`config.mk`:
```
export PLATFORM = sky130hd
export DESIGN_NAME = id_link_master
export DESIGN_NICKNAME = d
export VERILOG_FILES = /design/src/rtl/id_link_master.sv
export SDC_FILE = /design/constraint.sdc
export NUM_CORES = 1
export LEC_CHECK = 0
export ABC_AREA = 1
export CORE_MARGIN = 1.5
export CORE_UTILIZATION = 39
export DETAILED_ROUTE_END_ITERATION = 6
export PLACE_DENSITY = 0.74
export REMOVE_ABC_BUFFERS = 1
export SLEW_MARGIN = 20
export SYNTH_ARGS = -nofsm -noshare
export SYNTH_HDL_FRONTEND = slang
export SYNTH_SLANG_ARGS = --single-unit
```
`constraint.sdc`:
```
create_clock -name i_clk -period 4.6 [get_ports i_clk]
set_input_delay 0.69 -clock i_clk [delete_from_list [all_inputs] [get_ports i_clk]]
set_output_delay 0.69 -clock i_clk [all_outputs]
set_load 0.05 [all_outputs]
```
`src/rtl/id_link_master.sv`:
```
// id_link_master
//   Host-side word-serial driver for the instruction-decode verification
//   wrapper. One transaction latches a decode test vector (instruction,
//   write-back data, write-back register, write enable). It then:
//     1. shifts instr, wdata and the zero-extended wreg into the wrapper's
//        SIPO (3 cycles, o_enable_sipo=1);
//     2. holds o_RegWrite for SETTLE_CYCLES cycles while the wreg word stays
//        on the bus;
//     3. runs 4 capture cycles: the PISO enable is high for the first 3, and
//        the wrapper's outputs (one cycle behind the enable) are registered
//        into o_register1, o_register2 and o_constante;
//     4. pulses o_done for one cycle and returns to IDLE.
//   All outputs are registered.
//
// Ports
//   i_clk, i_reset        clock, asynchronous active-low reset
//   i_start               transaction request, sampled only in IDLE
//   i_instr, i_wdata      instruction / write-back data words
//   i_wreg, i_regwrite    write-back register address / write enable
//   o_parallel_out        word bus to the wrapper's parallel input
//   o_enable_sipo/piso    wrapper shift/load enables
//   o_RegWrite            wrapper RegWrite pin
//   i_parallel_in         word bus from the wrapper's parallel output
//   o_register1/2,
//   o_constante           captured decode results
//   o_busy, o_done        status: in progress / one-cycle completion pulse
module id_link_master #(
  parameter int unsigned WIDTH         = 32,
  parameter int unsigned REGADDR_W     = 5,
  parameter int unsigned SETTLE_CYCLES = 2
) (
  input  logic                 i_clk,
  input  logic                 i_reset,
  input  logic                 i_start,
  input  logic [WIDTH-1:0]     i_instr,
  input  logic [WIDTH-1:0]     i_wdata,
  input  logic [REGADDR_W-1:0] i_wreg,
  input  logic                 i_regwrite,
  output logic [WIDTH-1:0]     o_parallel_out,
  output logic                 o_enable_sipo,
  output logic                 o_enable_piso,
  output logic                 o_RegWrite,
  input  logic [WIDTH-1:0]     i_parallel_in,
  output logic [WIDTH-1:0]     o_register1,
  output logic [WIDTH-1:0]     o_register2,
  output logic [WIDTH-1:0]     o_constante,
  output logic                 o_busy,
  output logic                 o_done
);

  localparam int unsigned CNT_MAX = (SETTLE_CYCLES > 4) ? SETTLE_CYCLES : 4;
  localparam int unsigned CW      = $clog2(CNT_MAX + 1);
  // Count value of the last settle cycle; unreachable when SETTLE_CYCLES=0.
  localparam logic [CW-1:0] SETTLE_LAST =
    CW'((SETTLE_CYCLES == 0) ? 0 : SETTLE_CYCLES - 1);

  typedef enum logic [2:0] {
    ST_IDLE,
    ST_SEND,
    ST_SETTLE,
    ST_CAPTURE,
    ST_DONE
  } state_t;

  state_t                 state;
  logic [CW-1:0]          count;
  logic [WIDTH-1:0]       instr_q;
  logic [WIDTH-1:0]       wdata_q;
  logic [REGADDR_W-1:0]   wreg_q;
  logic                   regwrite_q;

  always_ff @(posedge i_clk or negedge i_reset) begin
    if (!i_reset) begin
      state          <= ST_IDLE;
      count          <= '0;
      instr_q        <= '0;
      wdata_q        <= '0;
      wreg_q         <= '0;
      regwrite_q     <= 1'b0;
      o_parallel_out <= '0;
      o_enable_sipo  <= 1'b0;
      o_enable_piso  <= 1'b0;
      o_RegWrite     <= 1'b0;
      o_register1    <= '0;
      o_register2    <= '0;
      o_constante    <= '0;
      o_busy         <= 1'b0;
      o_done         <= 1'b0;
    end else begin
      case (state)
        ST_IDLE: begin
          if (i_start) begin
            instr_q        <= i_instr;
            wdata_q        <= i_wdata;
            wreg_q         <= i_wreg;
            regwrite_q     <= i_regwrite;
            // First SEND word goes out straight from the inputs so the bus
            // is valid in the very first SEND cycle.
            o_parallel_out <= i_instr;
            o_enable_sipo  <= 1'b1;
            o_busy         <= 1'b1;
            count          <= '0;
            state          <= ST_SEND;
          end
        end

        ST_SEND: begin
          if (count == CW'(2)) begin
            count         <= '0;
            o_enable_sipo <= 1'b0;
            if (SETTLE_CYCLES == 0) begin
              o_parallel_out <= '0;
              o_enable_piso  <= 1'b1;
              state          <= ST_CAPTURE;
            end else begin
              o_RegWrite <= regwrite_q;
              state      <= ST_SETTLE;
            end
          end else begin
            count          <= count + 1'b1;
            o_parallel_out <= (count == '0) ? wdata_q : WIDTH'(wreg_q);
          end
        end

        ST_SETTLE: begin
          if (count == SETTLE_LAST) begin
            count          <= '0;
            o_RegWrite     <= 1'b0;
            o_parallel_out <= '0;
            o_enable_piso  <= 1'b1;
            state          <= ST_CAPTURE;
          end else begin
            count <= count + 1'b1;
          end
        end

        ST_CAPTURE: begin
          count <= count + 1'b1;
          // Wrapper output lags its enable by one cycle, so results land in
          // capture cycles 2..4 (count 1..3).
          case (count)
            CW'(1): o_register1 <= i_parallel_in;
            CW'(2): begin
              o_register2   <= i_parallel_in;
              o_enable_piso <= 1'b0;
            end
            CW'(3): begin
              o_constante <= i_parallel_in;
              count       <= '0;
              o_busy      <= 1'b0;
              o_done      <= 1'b1;
              state       <= ST_DONE;
            end
            default: ;
          endcase
        end

        ST_DONE: begin
          o_done <= 1'b0;
          state  <= ST_IDLE;
        end

        default: begin
          count <= '0;
          state <= ST_IDLE;
        end
      endcase
    end
  end

endmodule

```
After elaboration in Yosys (flattened, before gate mapping)
Index checks and enable logic that the tools add are counted.
- flip-flop bits (word level): 177
- bits of input ports: 105
- word-level logic and storage cells: 76
- add/subtract/negate cells: 1
- equal/unequal tests: 13
- muxes and demuxes: 27
- bitwise logic cells: 1
- reductions and logical operators: 20
- operators by type and width (kind ; count):
    2-to-1 mux 32 bit ; 4
    one-hot mux 32 bit (3 select lines) ; 1
    2-to-1 mux 3 bit ; 8
    one-hot mux 3 bit (5 select lines) ; 1
    equality test 3 x 2 -> 1 bit, second input constant ; 4
    != test 2 bit, second input constant ; 6
    one-hot mux 3 bit (4 select lines) ; 1
    AND reduction 2 bit ; 6
    AND reduction 3 bit ; 4
    one-hot mux 1 bit (2 select lines) ; 5
    nonzero test 2 bit ; 5
    AND reduction 4 bit ; 2
    2-to-1 mux 1 bit ; 7
    equality test 3 x 1 -> 1 bit, second input constant ; 2
    logical NOT 3 bit ; 2
    adder 3 x 1 -> 3 bit, second input constant ; 1
    equality test 3 bit, second input constant ; 1
    nonzero test 3 bit ; 1
    inverter 1 bit ; 1

Depth between registers and ports, before layout
- word-level depth: 4
- gate-level depth with buffers: 10
- depth with buffers taken out: 9

Least setup slack after synthesis
OpenSTA, ideal clock, no wires.
- path type: flip-flop to flip-flop
- start point: reg count[0]
- end point: reg o_parallel_out[2]
- setup time: 0.118 ns
- arrival time: 1.488 ns
- setup slack: 2.994 ns
- cell stages (with the launch flop): 11
- clock period less this slack: 1.606 ns
- cells stage by stage: dfrtp_1 > inv_1 > ha_1 > inv_1 > nor2_1 > clkbuf_1 > nand2_1 > nand3_1 > nand2_1 > nand2_1 > nand2_1
- longest elaborated chain between the ends: 4
- elaborated cells on any way between the ends: 9
- ends and longest elaborated chain (item ; RTL line ; text):
    start, declared ; 66 ; logic [CW-1:0] count;
    start signal, assigned ; 120 ; count <= count + 1'b1;
    start signal, assigned ; 133 ; count <= count + 1'b1;
    start signal, assigned ; 138 ; count <= count + 1'b1;
    logical NOT 3 bit ; 121 ; o_parallel_out <= (count == '0) ? wdata_q : WIDTH'(wreg_q);
    2-to-1 mux 32 bit ; 121 ;
    2-to-1 mux 32 bit ; 108 ; if (count == CW'(2)) begin
    one-hot mux 32 bit (3 select lines) ; 90 ; case (state)
    end signal, assigned ; 99 ; o_parallel_out <= i_instr;
    end signal, assigned ; 121 ;
    end, declared ; 39 ; output logic [WIDTH-1:0] o_parallel_out,
Parallel ways exist; a longest one is shown, timed or not. The select of a mux whose other input is x is not followed.
A chain may end at the register's enable or synchronous reset.

Worst setup path in the final report
- start point: reg state[2]
- end point: reg o_parallel_out[25]
- longest elaborated chain between the ends: 3
- elaborated cells on any way between the ends: 9
- ends and longest elaborated chain (item ; RTL line ; text):
    start, declared ; 65 ; state_t state;
    start signal, assigned ; 74 ; state <= ST_IDLE;
    start signal, assigned ; 103 ; state <= ST_SEND;
    start signal, assigned ; 114 ; state <= ST_CAPTURE;
    equality test 3 x 2 -> 1 bit (tied with other cells) ; 90 ;
    != test 2 bit (no source line) or nonzero test 3 bit (tied branches) ; n/a ;
    AND reduction 4 bit (no source line) ; n/a ;
Parallel ways exist; a longest one is shown, timed or not.

==> qor.txt <==
Initial Util: 0.396
PwrDens: 891 nW/um^2
Initial antenna violation count: 0
Layout cells sized above 1: 0.0778
Post-synthesis sequential area ratio: 0.579
Drt wl/cell: 14.8 microns
Routed Antenna Nets: 0
CTS max path bufs: 2
Most used cell, CP: nand2_1
Final wirelength: 19900 microns
Worst-path cell chain: inv_1, nand3_2, inv_2, nand3_1, nand2_1, nand2_1, nand2_1
Row count: 51
Achievable frequency: 0.399 GHz
CP Class: reg2reg
Largest net degree at the start of global routing: 102
Crit-path max FO: 35
GR Layer Usage met3: 0.0969
Cell variety after synth: 26
CTS-repair resized insts: 0
CTS Sinks: 177
Max-cap violation count: 0
CTS root buf: clkbuf_16
Worst path arrival time: 2.88 ns
Reg clk slew, reported paths: 0.08 ns
Final slew viol count: 0
Post-Syn Area: 7650 sq um
RD Place Congestion: 0.814
1st-pass router iterations: 5
Worst setup margin: 2.09 ns
Initial DRC count: 290
Clk_lat worst skew: 0.43 ns
Die Wd: 143 microns
IO Count: 238
Worst setup SP type: flip-flop
Post-CTS setup buffers: 0
Worst path slowest cell: inv_2
Slew @ Worst Pin: 0.884 ns
Via count of the first global-routing pass: 6197
CTS hold repair buffers: 0
Htree depth: 4
Area growth from synthesis to layout: 39.2%
Critical path's top delay family: simple AND/OR/NAND/NOR gates
Worst path buffer plus inverter count: 2
Final setup TNS: 0 ns
Rel. slew slack: 0.408
Met1 usage: 0.254
Clock Skew: 0.0114 ns
Vias: 6289
Syn Area/Cell: 8.97 sq um
YS warnings: 0
GRT Util Overall: 0.200
Outcome: finished clean
CTS tree: done
#FFs+latches synth: 177
CP required: 4.97 ns
Die H: 143 microns
Post-route DRC: 0
Vias per cell: 4.68
Met2 Resource Use GR: 0.300
Antenna diodes: 0
Post-synthesis cell count: 853
Grt total ovfl: 0
Die ar.: 20500 sq um
Lkg Pwr: 5.25 nW
Hold WC Path Type: in2async
GR peak layer: met2
RSZ-0062 raised after global routing: false
CP max stage delay: 0.76 ns
Core area: 19300 sq um
Num CTS Buffers: 17
Post-place setup slack: 2.11 ns
CP Capture Type: flip-flop
Global-route wire length before repair: 31900 microns
Minimum clock period: 2.51 ns
DP Wirelength: 13200 microns
Maximum resistive drop on vdd: 0.000566 V
Final hold vios: 0
Endpoints failing setup: 0
Fillers: 1759
IO Port Bufs: 237
Period utilization: 0.545
Layout Nets: 1178
## area by class of cell
class | instances | area [sq um] | area share
multi-input combinational | 542 | 2560 | 0.241
clock inverter | 14 | 140 | 0.0132
timing repair buffer | 243 | 2430 | 0.228
tap | 265 | 332 | 0.0311
clock buffer | 18 | 429 | 0.0403
sequential | 177 | 4430 | 0.416
inverter | 86 | 323 | 0.0303
## kinds of logic (layout without fill, tap and decap cells)
| kind of cell | after synthesis | after routing | synth area share |
|---|---|---|---|
| flip-flops | 177 | 177 | 0.579 |
| buffers and inverters | 134 | 361 | 0.0864 |
| AND/OR/NAND/NOR | 392 | 392 | 0.216 |
| adder cells (fa/ha/maj) | 6 | 6 | 0.00981 |
| AO/OA/AOI/OAI | 144 | 144 | 0.108 |
## metal layers
layer  part of all wire  wire, microns  vias to the layer above
met1               0.44           8710                     2906
li1                   -              -                     3124
met5                  0              0                        -
met3               0.12           2410                       19
met2               0.43           8510                      240
met4              0.012            248                        0
## cell usage in the layout, fill, tap and decap left out, types with 2 or more instances in the layout
cell and instances:
nand2_1 289, clkdlybuf4s50_1 236, dfrtp_1 177, inv_1 83, nand3_1 72, o21ai_1 65, o21ai_0 37, o21ai_2 27
clkbuf_16 17, nor2_1 13, a21oi_1 12, ha_1 6, inv_6 6, buf_4 5, nand2_2 4, nand3_2 3
inv_2 3, inv_8 3, nand2_4 2, nor2_2 2, or2_2 2, o211ai_1 2, nand4_1 2, clkinv_8 2
## flip-flops by register name, indices dropped and copies added, names as in the netlist
signal,count
state,3
wreg_q,5
wdata_q,32
o_parallel_out,32
count,3
o_enable_piso,1
o_RegWrite,1
o_constante,32
o_busy,1
o_enable_sipo,1
regwrite_q,1
o_done,1
o_register2,32
o_register1,32
## path summary, 6_finish.rpt
| path | start | endpoint | slack (ns) | depth (start not counted) |
|---|---|---|---|---|
| max in group asynchronous | i_reset | regwrite_q | 3.32 | 2 |
| min in group i_clk | o_enable_sipo | o_enable_sipo | 0.47 | 2 |
| min | i_reset | o_constante[14] | 0.26 | 1 |
| max | state[2] | o_parallel_out[25] | 2.09 | 7 |
| min reg2reg | o_enable_sipo | o_enable_sipo | 0.47 | 2 |
| max reg2reg | state[2] | o_parallel_out[25] | 2.09 | 7 |
## cell usage after synthesis (all sizes together)
cell type  count  area [sq um]
nand2        295          1130
dfrtp        177          4430
o21ai        129           747
inv           86           323
nand3         76           408
buf           40           308
nor2          17          90.1
a21oi         12          60.1
clkbuf         8          30.0
ha             6          75.1
nand4          2          12.5
o211ai         2          15.0
or2            2          12.5
a31oi          1          6.26
## where the power goes
group          switching (W)  internal (W)  total, W  leakage [nW]
logic                0.00364       0.00168   0.00531          2.85
registers           0.000434       0.00233   0.00277          2.13
clock network       0.000683      0.000723   0.00141         0.278
## metrics by stage
stage | area [sq um] | util | hold WS, ns | power, W | std cells
after floorplan | 7310 | - | 0.394 | 0.00625 | 805
after global placement | 10100 | 0.521 | 0.461 | 0.00804 | 1313
after detailed placement | 10100 | 0.521 | 0.463 | 0.00811 | 1313
after CTS | 10600 | 0.551 | 0.295 | 0.00956 | 1345
after global routing | 10600 | 0.551 | 0.315 | 0.0101 | 1345
final | 10600 | 0.551 | 0.262 | 0.00949 | 1345
Note: power is estimated with default switching activity, not from simulation.
